$ cat src/rtl/seg7_value_display.sv
// Accepts an 8-bit value, converts it to BCD one bit per cycle (double-dabble),
// and shows it on a multiplexed 3-digit active-low seven-segment display with leading-zero blanking.
module seg7_value_display #(
    parameter int unsigned SCAN_DIV = 50000
) (
    input  logic       clk,
    input  logic       rst,
    input  logic [7:0] value_in,
    input  logic       value_valid,
    output logic       ready,
    output logic       busy,
    output logic [3:0] an,
    output logic [6:0] seg,
    output logic       dp
);

    typedef enum logic {IDLE, CONVERT} state_t;

    localparam logic [15:0] SCAN_LAST = 16'(SCAN_DIV - 1);

    state_t      state_q, state_d;
    logic [2:0]  iter_q, iter_d;
    logic [7:0]  shift_q, shift_d;
    logic [11:0] bcd_q, bcd_d;
    logic [3:0]  hund_q, hund_d;
    logic [3:0]  tens_q, tens_d;
    logic [3:0]  ones_q, ones_d;
    logic [15:0] scan_q, scan_d;
    logic [1:0]  digit_q, digit_d;

    logic [11:0] bcd_adj;

    // Double-dabble correction: every nibble >= 5 gets +3 before the shift.
    genvar gi;
    generate
        for (gi = 0; gi < 3; gi++) begin : g_adj
            assign bcd_adj[gi*4 +: 4] = (bcd_q[gi*4 +: 4] >= 4'd5) ?
                                        (bcd_q[gi*4 +: 4] + 4'd3) : bcd_q[gi*4 +: 4];
        end
    endgenerate

    always_comb begin
        state_d = state_q;
        iter_d  = iter_q;
        shift_d = shift_q;
        bcd_d   = bcd_q;
        hund_d  = hund_q;
        tens_d  = tens_q;
        ones_d  = ones_q;
        scan_d  = scan_q;
        digit_d = digit_q;

        case (state_q)
            IDLE: begin
                if (value_valid) begin
                    shift_d = value_in;
                    bcd_d   = 12'd0;
                    iter_d  = 3'd0;
                    state_d = CONVERT;
                end
            end
            CONVERT: begin
                {bcd_d, shift_d} = {bcd_adj, shift_q} << 1;
                iter_d = iter_q + 3'd1;
                if (iter_q == 3'd7) begin
                    hund_d  = bcd_d[11:8];
                    tens_d  = bcd_d[7:4];
                    ones_d  = bcd_d[3:0];
                    state_d = IDLE;
                end
            end
            default: state_d = IDLE;
        endcase

        // Digit scan is free-running and independent of the conversion.
        if (scan_q == SCAN_LAST) begin
            scan_d  = 16'd0;
            digit_d = (digit_q == 2'd2) ? 2'd0 : digit_q + 2'd1;
        end else begin
            scan_d = scan_q + 16'd1;
        end
    end

    always_ff @(posedge clk) begin
        if (rst) begin
            state_q <= IDLE;
            iter_q  <= 3'd0;
            shift_q <= 8'd0;
            bcd_q   <= 12'd0;
            hund_q  <= 4'd0;
            tens_q  <= 4'd0;
            ones_q  <= 4'd0;
            scan_q  <= 16'd0;
            digit_q <= 2'd0;
        end else begin
            state_q <= state_d;
            iter_q  <= iter_d;
            shift_q <= shift_d;
            bcd_q   <= bcd_d;
            hund_q  <= hund_d;
            tens_q  <= tens_d;
            ones_q  <= ones_d;
            scan_q  <= scan_d;
            digit_q <= digit_d;
        end
    end

    function automatic logic [6:0] seg_decode(input logic [3:0] d);
        case (d)
            4'd0:    seg_decode = 7'b1000000;
            4'd1:    seg_decode = 7'b1111001;
            4'd2:    seg_decode = 7'b0100100;
            4'd3:    seg_decode = 7'b0110000;
            4'd4:    seg_decode = 7'b0011001;
            4'd5:    seg_decode = 7'b0010010;
            4'd6:    seg_decode = 7'b0000010;
            4'd7:    seg_decode = 7'b1111000;
            4'd8:    seg_decode = 7'b0000000;
            4'd9:    seg_decode = 7'b0010000;
            default: seg_decode = 7'b1111111;
        endcase
    endfunction

    logic [3:0] cur_digit;
    logic       blank;

    // Outputs depend only on registered state, never on value_in/value_valid.
    always_comb begin
        cur_digit = ones_q;
        blank     = 1'b0;
        an        = 4'b1111;
        case (digit_q)
            2'd0: cur_digit = ones_q;
            2'd1: begin
                cur_digit = tens_q;
                blank     = (hund_q == 4'd0) && (tens_q == 4'd0);
            end
            2'd2: begin
                cur_digit = hund_q;
                blank     = (hund_q == 4'd0);
            end
            default: blank = 1'b1;
        endcase
        if (!blank) begin
            an[digit_q] = 1'b0;
        end
        seg = blank ? 7'b1111111 : seg_decode(cur_digit);
    end

    assign ready = (state_q == IDLE);
    assign busy  = !ready;
    assign dp    = 1'b1;

endmodule
$ cat config.mk
export PLATFORM = sky130hd
export DESIGN_NAME = seg7_value_display
export DESIGN_NICKNAME = d
export VERILOG_FILES = /design/src/rtl/seg7_value_display.sv
export SDC_FILE = /design/constraint.sdc
export NUM_CORES = 1
export LEC_CHECK = 0
export ABC_AREA = 0
export BUFFER_PORTS_ARGS = -buffer_cell sky130_fd_sc_hd__buf_2
export CAP_MARGIN = 15
export CORE_ASPECT_RATIO = 0.9
export CORE_MARGIN = 2
export CORE_UTILIZATION = 53
export DETAILED_ROUTE_END_ITERATION = 12
export HOLD_SLACK_MARGIN = 0.02
export PLACE_DENSITY = 0.75
export SYNTH_ARGS = -nofsm -noshare
export SYNTH_HDL_FRONTEND = slang
export SYNTH_SLANG_ARGS = --single-unit
export TNS_END_PERCENT = 30
$ cat constraint.sdc
create_clock -name clk -period 2.3 [get_ports clk]
set_clock_uncertainty 0.2 [all_clocks]
set_input_delay 0.115 -clock clk [delete_from_list [all_inputs] [get_ports clk]]
set_output_delay 0.115 -clock clk [all_outputs]
set_load 0.005 [all_outputs]
==> results.cfg, run 1 <==
[run_status]
status = complete, but fails checks
failed_checks = negative setup slack

[logic_synthesis]
ys_types = 37
syn_avg_cell_area_um2 = 8.367
synth_area_leader_cell = dfxtp_1
ys_ff_latch = 54
netlist_top_cells_area = dfxtp_1, ha_1, a21oi_1, nor2_1, mux2i_1
yosys_warnings = 0
synth-seq-area-share_pct = 38.45
syn_area_um2 = 2811
async_flop_share_pct = 0
synth_edf_count = 0
synth_fp_nets = 366
netlist.area_leader.share_pct = 38.45
synthesis.instances = 336
synth_ff_type = dfxtp_1

[pwr]
p_leak_nw = 1.318
irDropWorstVdd_v = 0.0003761
finalPower_mw = 1.607
p_per_area_nw_per_um2 = 474.6

[cts]
max-clock-path-buffers = 2
clock-sinks = 54
clk_latency_ns = 0.30
cts_max_level = 2
root_buffer = clkbuf_8
cts_tree = done
numCtsBuffers = 5
cts.clk_slew.worst_paths_ns = 0.09

[flow_run]
maxCapViolCount = 0

[finish]
syn2layout_area_growth_pct = 20.43
num-nets-final = 408
layout_commonest_cell = dfxtp_1
final_cell_mix = dfxtp_1, nor2_1, a21oi_1
diodes = 0
postLayoutCellArea_um2 = 3386
layout-drive-gt1-share_pct = 21.90
nFillCells = 456

[placement]
dpl_cell_area_um2 = 3013
dpl.hpwl_mm = 3.796
io_buffer_count = 23
gp_congestion = 0.8045

[sta]
rsz0062_at_grt = yes
hold_violations = 0
worst_slew_pin_slew_ns = 0.5854
setup_violations = 2
slew-limit-headroom_pct = 60.97
min_period_ns = 2.314
final.setup.worst_slack_ns = -0.01399
fmax_mhz = 432.2
final-max-slew-violation-count = 0
layout_worst_path_cycle_share_pct = 100.6
holdWs_ns = 0.09386

[setup_path]
required_ns = 1.99
startpoint_type = register
critPathKind = register to primary output
cp_max_fo = 6
critPathArrivalTime_ns = 2.00
worstSetupEndpointType = primary output

[die]
die_w_um = 80.77
rows = 25
core_area_um2 = 5192
initial_core_util_pct = 54.14
io_pins = 25
die_y_um = 73.10
dieArea_um2 = 5904

[global_routing]
grt_usage_pct = 19.82
gr-total-overflow = 0
grt_max_degree = 32
grt_pass1_vias = 2110
antenna_found_initial = 0
grt_pass1_wl_mm = 9.252

[detailed_routing]
num_vias = 2409
drt_wl_total_mm = 5.600
drt-wirelength-per-cell_um = 12.56
drc = 0
via_per_inst = 5.401
drt-pass1-iter-count = 4
drt-initial-drc-count = 95
antenna_left = 0

[min_path]
min_path_type = input pin to register
[worst paths after layout]
| kind | from | endpoint | slack, ns | depth (start not counted) |
|---|---|---|---|---|
| worst max-delay path | digit_q[0] | seg[2] | -0.01 | 9 |
| worst min-delay path | rst | shift_q[2] | 0.09 | 2 |
| worst max register to register | scan_q[0] | scan_q[14] | 0.32 | 6 |
| worst min register to register | scan_q[0] | scan_q[0] | 0.28 | 1 |
[state kept, by name (all words and copies together), names as in the netlist]
signal,count
bcd_q,12
busy,1
digit_q,2
hund_q,4
iter_q,3
ones_q,4
scan_q,16
shift_q,8
tens_q,4
[cell families (layout without fill, tap and decap cells)]
group,after synthesis,in the layout,synth area share (%)
xor+xnor,18,18,5.608
compound gates,70,70,14.42
other cells,1,1,0.1334
buf+inv,30,73,4.984
flops,54,54,38.45
simple gates,130,130,22.96
mux,14,14,4.984
fa+ha+maj,19,19,8.456
[where the power goes]
part           total (mW)  switching (mW)  internal [mW]
Clock               0.537           0.293          0.243
Combinational       0.106          0.0603         0.0456
Sequential          0.964          0.0146          0.949
Total                1.61           0.368           1.24
[routing by layer]
layer	GRT usage [%]	wire length (µm)	vias up
li1	-	-	1232
met1	25.97	2777	1127
met2	32.78	2558	44
met3	4.208	205	6
met4	6.403	58	0
met5	0	0	-
[synth_stat cells, types with 5 or more instances]
| cell | instances |
|---|---|
| a22oi_1 | 5 |
| mux2i_1 | 14 |
| clkbuf_1 | 8 |
| o21ai_0 | 15 |
| nand3_1 | 9 |
| nor2_2 | 10 |
| nor2_1 | 47 |
| xnor2_1 | 15 |
| ha_1 | 19 |
| nand2_1 | 19 |
| nand2b_1 | 5 |
| nor3b_1 | 10 |
| nor3_1 | 10 |
| a21oi_1 | 37 |
| a22o_1 | 6 |
| inv_1 | 15 |
| dfxtp_1 | 54 |
[worst max-delay path: stages, from the launching register on]
cell and delay, ns:
dfxtp_2 0.33, buf_6 0.12, ha_4 0.18, a22oi_1 0.28
a21oi_2 0.10, buf_4 0.17, buf_4 0.14, a22oi_2 0.17
nand2_1 0.08, buf_2 0.13
[final cells by class]
type | count | area, µm² | area share (%)
multi-input combinational | 252 | 1713 | 50.59
sequential | 54 | 1086 | 32.08
timing repair buffer | 50 | 352.8 | 10.42
clock buffer | 7 | 86.33 | 2.550
tap | 67 | 83.83 | 2.476
inverter | 15 | 58.81 | 1.737
clock inverter | 1 | 5.005 | 0.1478
[metrics by stage]
| stage | setup TNS (ns) | cells | utilization [%] | setup WS (ns) |
|---|---|---|---|---|
| floorplan | 0 | 336 | - | 0.09205 |
| global placement | 0 | 422 | 58.02 | 0.2076 |
| detailed placement | 0 | 422 | 58.02 | 0.1719 |
| CTS | -0.04516 | 439 | 62.22 | -0.02652 |
| global route | -0.2510 | 446 | 65.20 | -0.06729 |
| finish | -0.01578 | 446 | 65.20 | -0.01399 |
[timing repair]
| action | CTS | global route |
|---|---|---|
| gates resized for setup | 12 | 29 |
| hold buffers | 8 | 0 |
| endpoints found under the hold margin | 8 | 0 |
| pin swaps | 3 | 13 |
| endpoints found under the setup margin | 7 | 7 |
| setup buffers | 1 | 7 |
| gates cloned | 0 | 0 |
No activity file was read; power rests on OpenSTA's default activity.
==> run 2, diff against run 1 <==
--- a/config.mk
+++ b/config.mk
@@ -14,6 +14,7 @@
 export DETAILED_ROUTE_END_ITERATION = 12
 export HOLD_SLACK_MARGIN = 0.02
 export PLACE_DENSITY = 0.75
+export SETUP_SLACK_MARGIN = 0.3
 export SYNTH_ARGS = -nofsm -noshare
 export SYNTH_HDL_FRONTEND = slang
 export SYNTH_SLANG_ARGS = --single-unit
==> constraint.sdc (replaced) <==
create_clock -name clk -period 2.1 [get_ports clk]
set_clock_uncertainty 0.2 [all_clocks]
set_input_delay 0.105 -clock clk [delete_from_list [all_inputs] [get_ports clk]]
set_output_delay 0.105 -clock clk [all_outputs]
set_load 0.005 [all_outputs]
==> run 2 against run 1 <==
  * The flow still finishes with violations (negative setup slack)
  * Sequential share of layout area fell by 1.4 points
  * Sequential power up 9%
  * Final area is 5.9% higher
  * Flip-flop and latch count stayed put
  * Count of clock-buffer cells in the layout stayed put
  * Cell count grew 0.22%
  * Via count increased by 0.91%
  * Worst setup slack got worse by 0.26 ns
  * Critical path type unchanged
  * Highest routed layer unchanged
==> results.cfg, run 2 (synthesis gave the netlist of run 1 again) <==
[run_status]
status = complete, but fails checks
failed_checks = negative setup slack

[die]
die_w_um = 80.77
rows = 25
dieArea_um2 = 5904
io_pins = 25
initial_core_util_pct = 54.14
die_y_um = 73.10
core_area_um2 = 5192

[setup_path]
critPathArrivalTime_ns = 2.07
cp_max_fo = 6
critPathKind = register to primary output
required_ns = 1.79
critPathLaunch = digit_q[0]
startpoint_type = register
worstSetupEndpointType = primary output
r2r-start = scan_q[12]

[finish]
largest_reg_flops = 16
multi_input_area_um2 = 1856
regMostFlops = scan_q
diodes = 0
syn2layout_area_growth_pct = 27.50
top_regs = scan_q x16, bcd_q x12, shift_q x8
final_cell_mix = dfxtp_1, nor2_1, a21oi_1
nFillCells = 408
layout-drive-gt1-share_pct = 29.74
num-nets-final = 409
layout_commonest_cell = dfxtp_1
seq_area_um2 = 1099

[detailed_routing]
via_per_inst = 5.438
dr_wl_met3_um = 172
route.met2.wl_mm = 2.989
antenna_left = 0
wl_met1_mm = 2.944
drt-initial-drc-count = 102
drt_wl_total_mm = 6.127
drc = 0
num_vias = 2431
drt-pass1-iter-count = 4
highest_layer = met4
drt-wirelength-per-cell_um = 13.71

[placement]
pre_cts_slack_ns = 0.04282
gp_congestion = 0.8276
io_buffer_count = 23
dpl.hpwl_mm = 3.839

[cts]
max-clock-path-buffers = 2
cts.clk_slew.worst_paths_ns = 0.10
cts_tree = done
clk_latency_ns = 0.30
root_buffer = clkbuf_8
clock-sinks = 54
cts_max_level = 2
numCtsBuffers = 5

[pwr]
p_leak_nw = 1.348
irDropWorstVdd_v = 0.0006344
finalPower_mw = 1.867
p_per_area_nw_per_um2 = 520.8

[sta]
final-max-slew-violation-count = 0
final.setup.worst_slack_ns = -0.2743
setup_violations = 7
hold_violations = 0
rsz0062_at_grt = yes
layout_worst_path_cycle_share_pct = 113.1
min_period_ns = 2.374
fmax_mhz = 421.2

[min_path]
worstHoldStart = value_valid
min_path_type = input pin to register

[global_routing]
antenna_found_initial = 0
grt_usage_pct = 19.79
grt_pass1_vias = 2126
gr-total-overflow = 0
grt_max_degree = 23
grt_pass1_wl_mm = 9.439

[flow_run]
maxCapViolCount = 0
-- run 2: cell count changes in the layout (fill, tap and decap cells not counted), moves of 3 or more --
cell,previous run,this run
a21oi_1,34,29
a21oi_2,2,5
dfxtp_1,52,46
dfxtp_2,1,5
ha_1,14,9
ha_2,0,3
mux2i_1,14,11
mux2i_2,0,3
-- run 2: worst paths after layout --
path | cells past startpoint | end | slack, ns
hold / removal | 3 | shift_q[0] | 0.14
setup reg to reg | 6 | digit_q[0] | 0.30
setup / recovery | 8 | seg[1] | -0.27
hold reg to reg | 1 | scan_q[0] | 0.24
-- run 2: layer usage --
layer | vias up | GRT usage [%]
met2 | 34 | 33.52
met5 | - | 0
met3 | 4 | 3.589
met1 | 1154 | 26.52
met4 | 0 | 4.143
li1 | 1239 | -
-- run 2: stage by stage --
step	instance area [µm²]	util [%]	setup TNS, ns	hold WS (ns)	std cells
6_report	3585	69.04	-1.232	0.1446	447
3_3_place_gp	3052	58.77	0	0.1981	418
2_1_floorplan	2893	-	0	0.1003	336
3_5_place_dp	3052	58.77	0	0.2087	418
4_1_cts	3374	64.99	-1.224	0.1435	440
5_1_grt	3585	69.04	-1.854	0.2042	447
-- run 2: power breakdown --
part	internal [mW]	switching (mW)
sequential	1.04	0.0156
combinational	0.0564	0.0695
clock	0.358	0.330
total	1.45	0.415
-- run 2: final cells by class --
| type | count | share of cell area (%) |
|---|---|---|
| repair buffers | 51 | 10.58 |
| flip-flops and latches | 54 | 30.65 |
| clock inverters | 1 | 0.8377 |
| inverters | 15 | 1.710 |
| well taps | 67 | 2.339 |
| multi-input cells | 252 | 51.76 |
| clock buffers | 7 | 2.129 |
-- run 2: worst max-delay path, stage by stage, from the launching register on --
cell,delay [ns]
dfxtp_4,0.40
inv_4,0.06
ha_4,0.25
buf_6,0.15
a21oi_4,0.25
ha_4,0.26
and2_4,0.14
o21ai_2,0.13
buf_2,0.15
-- run 2: timing repair --
action | in CTS | in global routing
pin swaps | 8 | 19
cloned | 0 | 1
endpoints found under the setup margin | 28 | 37
endpoints found under the hold margin | 14 | 0
buffers inserted | 5 | 6
gates resized for setup | 21 | 40
hold buffers | 9 | 0
==> run 3, diff against run 2 <==
--- a/config.mk
+++ b/config.mk
@@ -13,7 +13,7 @@
 export CORE_UTILIZATION = 53
 export DETAILED_ROUTE_END_ITERATION = 12
 export HOLD_SLACK_MARGIN = 0.02
-export PLACE_DENSITY = 0.75
+export PLACE_DENSITY = 0.76
 export SETUP_SLACK_MARGIN = 0.3
 export SYNTH_ARGS = -nofsm -noshare
 export SYNTH_HDL_FRONTEND = slang
==> constraint.sdc (replaced) <==
create_clock -name clk -period 2.1 [get_ports clk]
set_clock_uncertainty 0.2 [all_clocks]
set_input_delay 0.105 -clock clk [delete_from_list [all_inputs] [get_ports clk]]
set_output_delay 0.105 -clock clk [all_outputs]
set_load 0.1 [all_outputs]
==> run 3 against run 2 <==
  * The flow still finishes with violations (negative setup slack)
  * Worst setup slack worse by 0.13 ns
  * Global-route usage grew 3.3 points
  * Register-to-register slack improved by 0.07 ns
  * Maximum frequency down 5.3%
  * Final area rose by 11%
  * Count of clock-buffer cells in the layout fell by 1
==> results.cfg, run 3 (synthesis gave the netlist of run 1 again) <==
[pwr]
p_leak_nw = 1.479
irDropWorstVdd_v = 0.0005555
p_per_area_nw_per_um2 = 448.7
finalPower_mw = 1.783

[sta]
finalSetupTns_ns = -3.076
final.setup.worst_slack_ns = -0.4080
rsz0062_at_grt = yes
setup_violations = 11
min_period_ns = 2.508
final-max-slew-violation-count = 0
worst_slew_pin_slew_ns = 0.5930
holdWs_ns = 0.07898
hold_violations = 0
layout_worst_path_cycle_share_pct = 119.4
fmax_mhz = 398.7
slew-limit-headroom_pct = 60.47

[detailed_routing]
num_vias = 2496
via_per_inst = 5.486
antenna_left = 0
drt-pass1-iter-count = 4
drt_wl_total_mm = 6.810
drc = 0
drt-initial-drc-count = 126
drt-wirelength-per-cell_um = 14.97

[die]
rows = 25
core_area_um2 = 5192
initial_core_util_pct = 54.14
dieArea_um2 = 5904
die_y_um = 73.10
die_w_um = 80.77
io_pins = 25

[finish]
diodes = 0
layout_commonest_cell = dfxtp_1
num-nets-final = 417
syn2layout_area_growth_pct = 41.34
utilization_pct = 76.53
nFillCells = 336
final_cells = 455
top_regs = scan_q x16, bcd_q x12, shift_q x8
final_cell_mix = dfxtp_1, nor2_1, a21oi_1
largest_reg_flops = 16
layout-drive-gt1-share_pct = 38.66
regMostFlops = scan_q

[global_routing]
grt_pass1_wl_mm = 10.72
antenna_found_initial = 0
gr-total-overflow = 0
grt_usage_pct = 23.08
grt_max_degree = 48
grt_pass1_vias = 2397

[setup_path]
reg2reg_depth = 6
worstPathCellList = buf_6 -> ha_4 -> a22oi_2 -> a21oi_4 -> or2_4 -> o211ai_1 -> buf_12
crit_slowest_cell = dfxtp_4
worstSetupEndpointType = primary output
worst-path-buf-inv = 2
cpLargestDelayFamily = compound AO/OA/AOI/OAI gates
critPathArrivalTime_ns = 2.20
startpoint_type = register
crit_path_max_incr_delay_ns = 0.37
required_ns = 1.79
cp_max_fo = 6
crit_cells = 7
critPathKind = register to primary output

[run_status]
status = complete, but fails checks
failed_checks = negative setup slack

[cts]
cts_max_level = 2
root_buffer = clkbuf_8
clock-sinks = 54
max-clock-path-buffers = 2
cts_tree = done
cts.clk_slew.worst_paths_ns = 0.10
clk_latency_ns = 0.31
numCtsBuffers = 5

[placement]
dpl.hpwl_mm = 4.070
gp_congestion = 0.8880
dp.cells = 429
io_buffer_count = 23

[min_path]
min_path_type = input pin to register
min_path_cells = 2

[flow_run]
maxCapViolCount = 0
run 3: cell count changes in the layout (fill, tap and decap cells not counted), sizes merged:
cell	delta
buf	+8
dlygate4sd3	-1
bufinv	-1
clkinvlp	+2
run 3: per-layer routing:
metal | share of wire [%] | global-route usage (%) | vias to the layer above
li1 | - | - | 1256
met1 | 45 | 29.18 | 1178
met2 | 50 | 40.00 | 53
met3 | 3.4 | 4.950 | 9
met4 | 1.2 | 6.215 | 0
met5 | 0 | 0 | -
run 3: area by class of cell:
class / instances / area [µm²] / area share [%]
clock buffer: 6 / 72.57 / 1.826
clock inverter: 2 / 13.76 / 0.3463
inverter: 15 / 65.06 / 1.637
multi-input combinational: 252 / 2001 / 50.35
sequential: 54 / 1101 / 27.71
tap: 67 / 83.83 / 2.110
timing repair buffer: 59 / 636.9 / 16.03
run 3: stage by stage:
| stage | cell area [µm²] | setup WS, ns |
|---|---|---|
| floorplan | 2985 | -0.9241 |
| global placement | 3307 | -0.003415 |
| detailed placement | 3307 | -0.1541 |
| CTS | 3780 | -0.3170 |
| global route | 3974 | -0.4717 |
| finish | 3974 | -0.4080 |
run 3: timing repair:
item | in CTS | in global routing
buffers inserted | 6 | 3
pin swaps | 14 | 18
endpoints found under the setup margin | 35 | 35
hold endpoints to repair | 8 | 0
resized for setup | 64 | 45
hold buffers | 8 | 0
gates cloned | 1 | 0
run 3: report_power, final:
group | switching, mW | total, mW | leakage (nW) | internal, mW
Sequential | 0.0294 | 1.07 | 0.442 | 1.04
Combinational | 0.0868 | 0.144 | 0.995 | 0.0570
Clock | 0.334 | 0.570 | 0.0417 | 0.237
run 3: path summary, 6_finish.rpt:
kind | from | endpoint | slack, ns
max | digit_q[1] | seg[3] | -0.41
min | rst | digit_q[1] | 0.08
max reg2reg | scan_q[0] | digit_q[0] | 0.37
min reg2reg | scan_q[0] | scan_q[0] | 0.24
